[src/rtl/gerador_codigo_pkg.sv]
// Shared definitions for the calculator command generator.
// The code constants are the same values the calculator controller decodes.
package gerador_codigo_pkg;

  // Operation codes driven on codigo
  localparam logic [2:0] COD_ENTRADA = 3'b000;
  localparam logic [2:0] COD_SOMA    = 3'b001;
  localparam logic [2:0] COD_SUBTRAI = 3'b010;
  localparam logic [2:0] COD_ACUM    = 3'b011;

  // Bit positions of each button inside the stable-level vector
  localparam int BIT_SOMA    = 0;
  localparam int BIT_SUBTRAI = 1;
  localparam int BIT_ACC     = 2;

  // Command FSM states
  typedef enum logic [1:0] {
    IDLE     = 2'b00,
    ISSUE    = 2'b01,
    SHOW_ACC = 2'b10,
    WAIT_REL = 2'b11
  } estado_t;

  // Number of buttons currently high in a 3-bit level vector
  function automatic logic [1:0] conta_botoes(input logic [2:0] v);
    return {1'b0, v[0]} + {1'b0, v[1]} + {1'b0, v[2]};
  endfunction

endpackage

[src/rtl/gerador_codigo_debounce_botao.sv]
// One push-button front end: two-flop synchronizer followed by a
// counter-based debouncer that holds the button's stable level.
module debounce_botao #(
  parameter int DEBOUNCE_CYCLES = 4,
  parameter int CNT_W           = 16
) (
  input  logic clk,
  input  logic reset,
  input  logic i_botao,
  output logic o_estavel
);

  // Counter value at which a persistent difference is accepted
  localparam logic [CNT_W-1:0] LP_ULTIMO = CNT_W'(DEBOUNCE_CYCLES - 1);

  logic             r_syncMeta;
  logic             r_syncOut;
  logic             r_stable;
  logic [CNT_W-1:0] r_count;

  // Bring the raw asynchronous button into the clk domain
  always_ff @(posedge clk or posedge reset) begin
    if (reset) begin
      r_syncMeta <= 1'b0;
      r_syncOut  <= 1'b0;
    end else begin
      r_syncMeta <= i_botao;
      r_syncOut  <= r_syncMeta;
    end
  end

  // Count consecutive cycles of disagreement; toggle stable once it persists
  always_ff @(posedge clk or posedge reset) begin
    if (reset) begin
      r_count  <= '0;
      r_stable <= 1'b0;
    end else if (r_syncOut == r_stable) begin
      r_count <= '0;
    end else if (r_count == LP_ULTIMO) begin
      r_stable <= r_syncOut;
      r_count  <= '0;
    end else begin
      r_count <= r_count + 1'b1;
    end
  end

  assign o_estavel = r_stable;

endmodule

[src/rtl/gerador_codigo.sv]
// Command generator: turns three raw push-buttons into the codigo stream
// for the calculator controller (one-shot soma/subtrai, held accumulator view).
module gerador_codigo
  import gerador_codigo_pkg::*;
#(
  parameter int DEBOUNCE_CYCLES = 4,
  parameter int CNT_W           = 16
) (
  input  logic       clk,
  input  logic       reset,
  input  logic       btn_soma,
  input  logic       btn_subtrai,
  input  logic       btn_acc,
  output logic [2:0] codigo,
  output logic       op_pulse,
  output logic       err_multi,
  output logic [7:0] op_count
);

  logic [2:0] w_estavel;
  logic [2:0] r_decisao;
  estado_t    r_state;
  logic [2:0] r_codigo;
  logic       r_opPulse;
  logic       r_errMulti;
  logic [7:0] r_opCount;

  debounce_botao #(
    .DEBOUNCE_CYCLES(DEBOUNCE_CYCLES),
    .CNT_W          (CNT_W)
  ) u_debSoma (
    .clk      (clk),
    .reset    (reset),
    .i_botao  (btn_soma),
    .o_estavel(w_estavel[BIT_SOMA])
  );

  debounce_botao #(
    .DEBOUNCE_CYCLES(DEBOUNCE_CYCLES),
    .CNT_W          (CNT_W)
  ) u_debSubtrai (
    .clk      (clk),
    .reset    (reset),
    .i_botao  (btn_subtrai),
    .o_estavel(w_estavel[BIT_SUBTRAI])
  );

  debounce_botao #(
    .DEBOUNCE_CYCLES(DEBOUNCE_CYCLES),
    .CNT_W          (CNT_W)
  ) u_debAcc (
    .clk      (clk),
    .reset    (reset),
    .i_botao  (btn_acc),
    .o_estavel(w_estavel[BIT_ACC])
  );

  // Snapshot all three stable levels together so each FSM decision sees one coherent vector
  always_ff @(posedge clk or posedge reset) begin
    if (reset) begin
      r_decisao <= '0;
    end else begin
      r_decisao <= w_estavel;
    end
  end

  // Command FSM with registered codigo, pulse, error flag and issued-op counter
  always_ff @(posedge clk or posedge reset) begin
    if (reset) begin
      r_state    <= IDLE;
      r_codigo   <= COD_ENTRADA;
      r_opPulse  <= 1'b0;
      r_errMulti <= 1'b0;
      r_opCount  <= 8'd0;
    end else begin
      r_opPulse  <= 1'b0;
      r_errMulti <= 1'b0;
      case (r_state)
        IDLE: begin
          r_codigo <= COD_ENTRADA;
          if (conta_botoes(r_decisao) > 2'd1) begin
            r_state    <= WAIT_REL;
            r_errMulti <= 1'b1;
          end else if (r_decisao[BIT_SOMA]) begin
            r_state   <= ISSUE;
            r_codigo  <= COD_SOMA;
            r_opPulse <= 1'b1;
            r_opCount <= r_opCount + 8'd1;
          end else if (r_decisao[BIT_SUBTRAI]) begin
            r_state   <= ISSUE;
            r_codigo  <= COD_SUBTRAI;
            r_opPulse <= 1'b1;
            r_opCount <= r_opCount + 8'd1;
          end else if (r_decisao[BIT_ACC]) begin
            r_state  <= SHOW_ACC;
            r_codigo <= COD_ACUM;
          end
        end
        ISSUE: begin
          r_state  <= WAIT_REL;
          r_codigo <= COD_ENTRADA;
        end
        SHOW_ACC: begin
          if (r_decisao[BIT_ACC]) begin
            r_codigo <= COD_ACUM;
          end else begin
            r_state  <= IDLE;
            r_codigo <= COD_ENTRADA;
          end
        end
        WAIT_REL: begin
          r_codigo <= COD_ENTRADA;
          if (r_decisao == 3'b000) begin
            r_state <= IDLE;
          end
        end
        default: begin
          r_state  <= IDLE;
          r_codigo <= COD_ENTRADA;
        end
      endcase
    end
  end

  assign codigo    = r_codigo;
  assign op_pulse  = r_opPulse;
  assign err_multi = r_errMulti;
  assign op_count  = r_opCount;

endmodule

[config.mk]
export PLATFORM = sky130hd
export DESIGN_NAME = gerador_codigo
export DESIGN_NICKNAME = d
export VERILOG_FILES = /design/src/rtl/gerador_codigo_pkg.sv /design/src/rtl/gerador_codigo_debounce_botao.sv /design/src/rtl/gerador_codigo.sv
export SDC_FILE = /design/constraint.sdc
export NUM_CORES = 1
export LEC_CHECK = 0
export CAP_MARGIN = 20
export CORE_ASPECT_RATIO = 1.5
export CORE_MARGIN = 4
export CORE_UTILIZATION = 50
export DETAILED_ROUTE_END_ITERATION = 12
export GPL_TIMING_DRIVEN = 0
export PLACE_DENSITY = 0.68
export SLEW_MARGIN = 15
export SYNTH_ARGS = -nofsm -noshare
export SYNTH_HDL_FRONTEND = slang
export SYNTH_SLANG_ARGS = --single-unit
[constraint.sdc]
create_clock -name clk -period 7.05 [get_ports clk]
set_input_delay 1.7625 -clock clk [delete_from_list [all_inputs] [get_ports clk]]
set_output_delay 1.7625 -clock clk [all_outputs]
set_load 0.02 [all_outputs]
# ---- After elaboration in Yosys (flattened, before gate mapping)
# Index checks and enable logic that the tools add are counted.
dict set report totals {
  ff_bits 75
  inputBits 5
  output_inout_bits 13
}
dict set report op_classes {
  add_sub_neg 6
  magnitude_cmp 1
  n_eq_ne 12
  n_mux 26
  n_bitwise 4
  reduce_logical 9
}
# operator count
set ops {}
lappend ops {{$mux 16} 6}
lappend ops {{$add 16x1->16 const B} 3}
lappend ops {{$eq 16x2->1 const B} 3}
lappend ops {{$mux 2} 10}
lappend ops {{$mux 8} 2}
lappend ops {{$pmux 3 s3} 1}
lappend ops {{$add 8x1->8 const B} 1}
lappend ops {{$pmux 2 s4} 1}
lappend ops {{$mux 1} 6}
lappend ops {{$reduce_and 2->1} 3}
lappend ops {{$reduce_and 3->1} 2}
lappend ops {{$ne 5x5->1 const B} 1}
lappend ops {{$eq 2x2->1 const B} 2}
lappend ops {{$ne 2x2->1 const B} 2}
lappend ops {{$not 1->1} 4}
lappend ops {{$eq 1x1->1} 3}
lappend ops {{$logic_not 3->1} 1}
lappend ops {{$add 1x1->2} 1}
lappend ops {{$add 2x1->2} 1}
lappend ops {{$eq 2x1->1 const B} 1}
lappend ops {{$gt 2x1->1 const B} 1}
lappend ops {{$logic_not 2->1} 1}
lappend ops {{$reduce_bool 2->1} 1}
lappend ops {{$reduce_or 2->1} 1}

# ---- Logic depth before layout (Yosys ltp)
dict set report depth {
  depth_word 5
  depth_mapped 6
  mapped_depth_nobuf 5
}

# ---- Modules after synthesis
# Synthesis repeated with hierarchy kept, for this count alone.
dict set report unflattened {
  hier_cells 320
  area_unflattened_um2 3616.0
}
# module n_inst cells_per_inst area_each_um2 seq_area_each_um2
set modules_own_cells {}
lappend modules_own_cells {{debounce_botao (u_debAcc ...)} 2 87 954.7 475.5}
lappend modules_own_cells {{debounce_botao (u_debSoma)} 1 87 978.4 475.5}
lappend modules_own_cells {gerador_codigo 1 59 728.2 425.4}

# ---- Least setup slack after synthesis
# Ideal clock, no wire load.
dict set report synth_path {
  path_type {reg2out}
  start {reg r_opCount[0] (netlist: op_count[0])}
  end {out op_count[0]}
  t_arrival_ps 491
  path_slack_ps 4797
  stages_incl_launch_ff 1
  n_path_buf 0
  path_cell_list {dfrtp_1}
}
# element line_no
set synth_lines {}
lappend synth_lines {{start, declared} gerador_codigo.sv:26} ;# logic [7:0] r_opCount;
lappend synth_lines {{start signal, assigned} gerador_codigo.sv:88} ;# r_opCount <= r_opCount + 8'd1;
lappend synth_lines {{start signal, assigned} gerador_codigo.sv:93} ;# r_opCount <= r_opCount + 8'd1;
lappend synth_lines {{end, declared} gerador_codigo.sv:17} ;# output logic [7:0] op_count
# No word-level cell between the ends.

# ---- Worst setup path in the final report
dict set report layout_path {
  start {reg r_opCount[0] (netlist: op_count[0])}
  end {out op_count[0]}
}
# No word-level cell between the ends.

==> out/qor.txt <==
# diodes = 0
Vias per std cell = 5.47
VDD IR-drop max = 127 uV
Top Ports = 18
Setup TNS = 0 ns
FP Rows = 37
Largest net degree at the start of global routing = 48
Fmax = 312 MHz
Cells on worst reg2reg path = 5
Tmin final = 3.21 ns
Worst-path cell chain = clkdlybuf4s50_1
Drt initial violations = 102
Post-CTS sizing = 0
Synthesized area = 0.00349 mm^2
Core Region = 0.00681 mm^2
Fraction of the cycle the final worst path needs = 45.5%
Yosys cell types = 31
Crit path max-delay cell type = clkdlybuf4s50_1
Nets = 359
Pwr dens = 290 mW/mm^2
First-pass DRT Iterations = 4
Hold Vio Cnt, Final = 0
Most instantiated library cell after synthesis = dfrtp_1
Synth area leaders = dfrtp_1 (53%), xnor2_1 (10%), nor2_1 (5.4%), nor4_2 (4.7%), xor2_1 (3.0%)
Routed len/inst = 14.3 um
Post-synthesis cell count = 321
Setup Crit Path Kind = flip-flop to output port
Clk_lat worst skew = 0.35 ns
Post-synth ARST share = 100%
Placed cell count = 416
Min-delay src = u_debSubtrai.r_syncMeta
Buffers added on ports = 16
Total die area = 0.00840 mm^2
Post-Syn Nets = 331
CTS Root Cell = clkbuf_8
Share of layout cells above drive strength 1 = 14.7%
Hold Path Stages = 0
Worst EP required = 5.29 ns
Max-Cap Viols = 0
CTS tree = yes
Top cell type's share of synthesized area = 53.1%
CP Buf/Inv Count = 1
Clock Skews = 0.0106 ns
Average cell area after synthesis = 10.9 um^2
Critical path arrival = 1.44 ns
CP endpoint kind = output port
Chip width = 76.2 um
Commonest cells in the netlist = dfrtp_1 (74), nor2_1 (50), xnor2_1 (40)
CP peak stage delay = 0.64 ns
Slew Viols, Final = 0
Clock slew seen by the registers of the worst setup and hold paths = 0.08 ns
Post-synthesis sequential area ratio = 53.1%
Dpl hpwl = 4270 um
CTS Hold Bufs = 0
Die Height = 110 um
RR Startpoint = r_decisao[0]
CTS max path bufs = 2
Crit path max-delay family = buffers and inverters
Number of flops mapped to enable cells by yosys = 0
RSZ-0062 raised after global routing = false
Routed Antenna Nets = 0
Hold Path End = u_debSubtrai.r_syncOut
Post-synth top flop = dfrtp_1
Total CTS buffers = 9
Outcome = completed
Clock sinks = 74
Area delta synth->final = 12.8%
Leak Pwr = 1.61 nW
Vias in the first global route = 2,379
HP Class = flip-flop to flip-flop
R2R setup slack = 5.25 ns
Worst Path Max Fanout = 6
Crit path launch type = flip-flop
Ys Warns = 0
Initial Util = 51.3%
GRT Overall Usage = 16.4%
Initial antenna violation count = 0
Postcts setup bufs = 0
Final wirelength = 6160 um
CTS HTree Levels = 3
GR Overflow Total = 0
Via count = 2,359
DRC = 0
Reg-to-reg endpoint = op_count[1]
#FFs+latches synth = 74
GPL Wtd Cong = 0.866
Synth area leader = dfrtp_1
Non-filler instance count after layout = 431
First-pass GRT wire length = 10,900 um
Setup-failing EPs final = 0
[cells by family after synthesis]
| logic type | after synthesis | share of synthesized area [%] |
|---|---|---|
| AND/OR/NAND/NOR | 157 | 26.7 |
| flip-flops | 74 | 53.1 |
| XOR/XNOR | 52 | 13.1 |
| buffers and inverters | 18 | 2.47 |
| AO/OA/AOI/OAI | 10 | 1.54 |
| adder cells (fa/ha/maj) | 5 | 1.79 |
| multiplexers | 4 | 1.29 |
| other | 1 | 0.108 |
[cell type report]
| cell class | count | area [um^2] |
|---|---|---|
| flip-flops and latches | 74 | 1850 |
| clock buffers | 10 | 128 |
| multi-input cells | 229 | 1550 |
| inverters | 11 | 43.8 |
| well taps | 78 | 97.6 |
| clock inverters | 5 | 32.5 |
| plain buffers | 7 | 45.0 |
| fillers | 584 | 2870 |
| repair buffers | 17 | 188 |
[power breakdown]
| group | total (W) | switching [W] | internal, W |
|---|---|---|---|
| clock | 0.000280 | 0.000156 | 0.000124 |
| sequential | 0.000559 | 0.0000707 | 0.000488 |
| combinational | 0.000302 | 0.000172 | 0.000130 |
| total | 0.00114 | 0.000398 | 0.000742 |
[worst max-delay path by stage]
stage                     start                 endpoint  cells past startpoint
global placement          reset  u_debSubtrai.r_count[5]                      2
finish              op_count[0]              op_count[0]                      1
global route        op_count[4]              op_count[4]                      1
CTS                 op_count[0]              op_count[0]                      1
detailed placement  op_count[0]              op_count[0]                      1
floorplan                 reset                codigo[0]                      1
[routing by layer]
layer  vias up  GRT usage [%]  part of all wire [%]
li1       1151              -                     -
met2        30           26.4                    51
met4         0           9.00                   3.0
met3        11           3.82                   2.1
met5         -              0                     0
met1      1167           20.4                    43
[through the flow]
stage	power, W	hold WS, ns	worst slack (ns)	instance area, um^2	util [%]
global route	0.00122	0.356	3.78	3940	57.8
CTS	0.00115	0.355	3.83	3940	57.8
global placement	0.000859	0.332	2.19	3750	55.0
floorplan	0.000766	0.331	3.41	3490	-
finish	0.00114	0.353	3.84	3940	57.8
detailed placement	0.000871	0.337	4.23	3780	55.5
[flip-flops by register name (all words and copies together) (netlist names)]
name                     flops
u_debAcc.r_count            16
u_debSoma.r_count           16
u_debSubtrai.r_count        16
op_count                     8
r_decisao                    3
codigo                       2
r_state                      2
err_multi                    1
op_pulse                     1
u_debAcc.o_estavel           1
u_debAcc.r_syncMeta          1
u_debAcc.r_syncOut           1
u_debSoma.o_estavel          1
u_debSoma.r_syncMeta         1
u_debSoma.r_syncOut          1
u_debSubtrai.o_estavel       1
u_debSubtrai.r_syncMeta      1
u_debSubtrai.r_syncOut       1
[placed cells by master (no fill, tap or decap), drive strengths merged, types with 7 or more instances in the layout]
cell type / n
nor4: 20
dfrtp: 74
nor3: 16
clkbuf: 10
nand2: 16
nor2: 56
xor2: 12
xnor2: 40
nand4: 18
nand3: 18
inv: 11
buf: 8
a21oi: 7
clkdlybuf4s50: 16
Note: power is estimated with default switching activity, not from simulation.
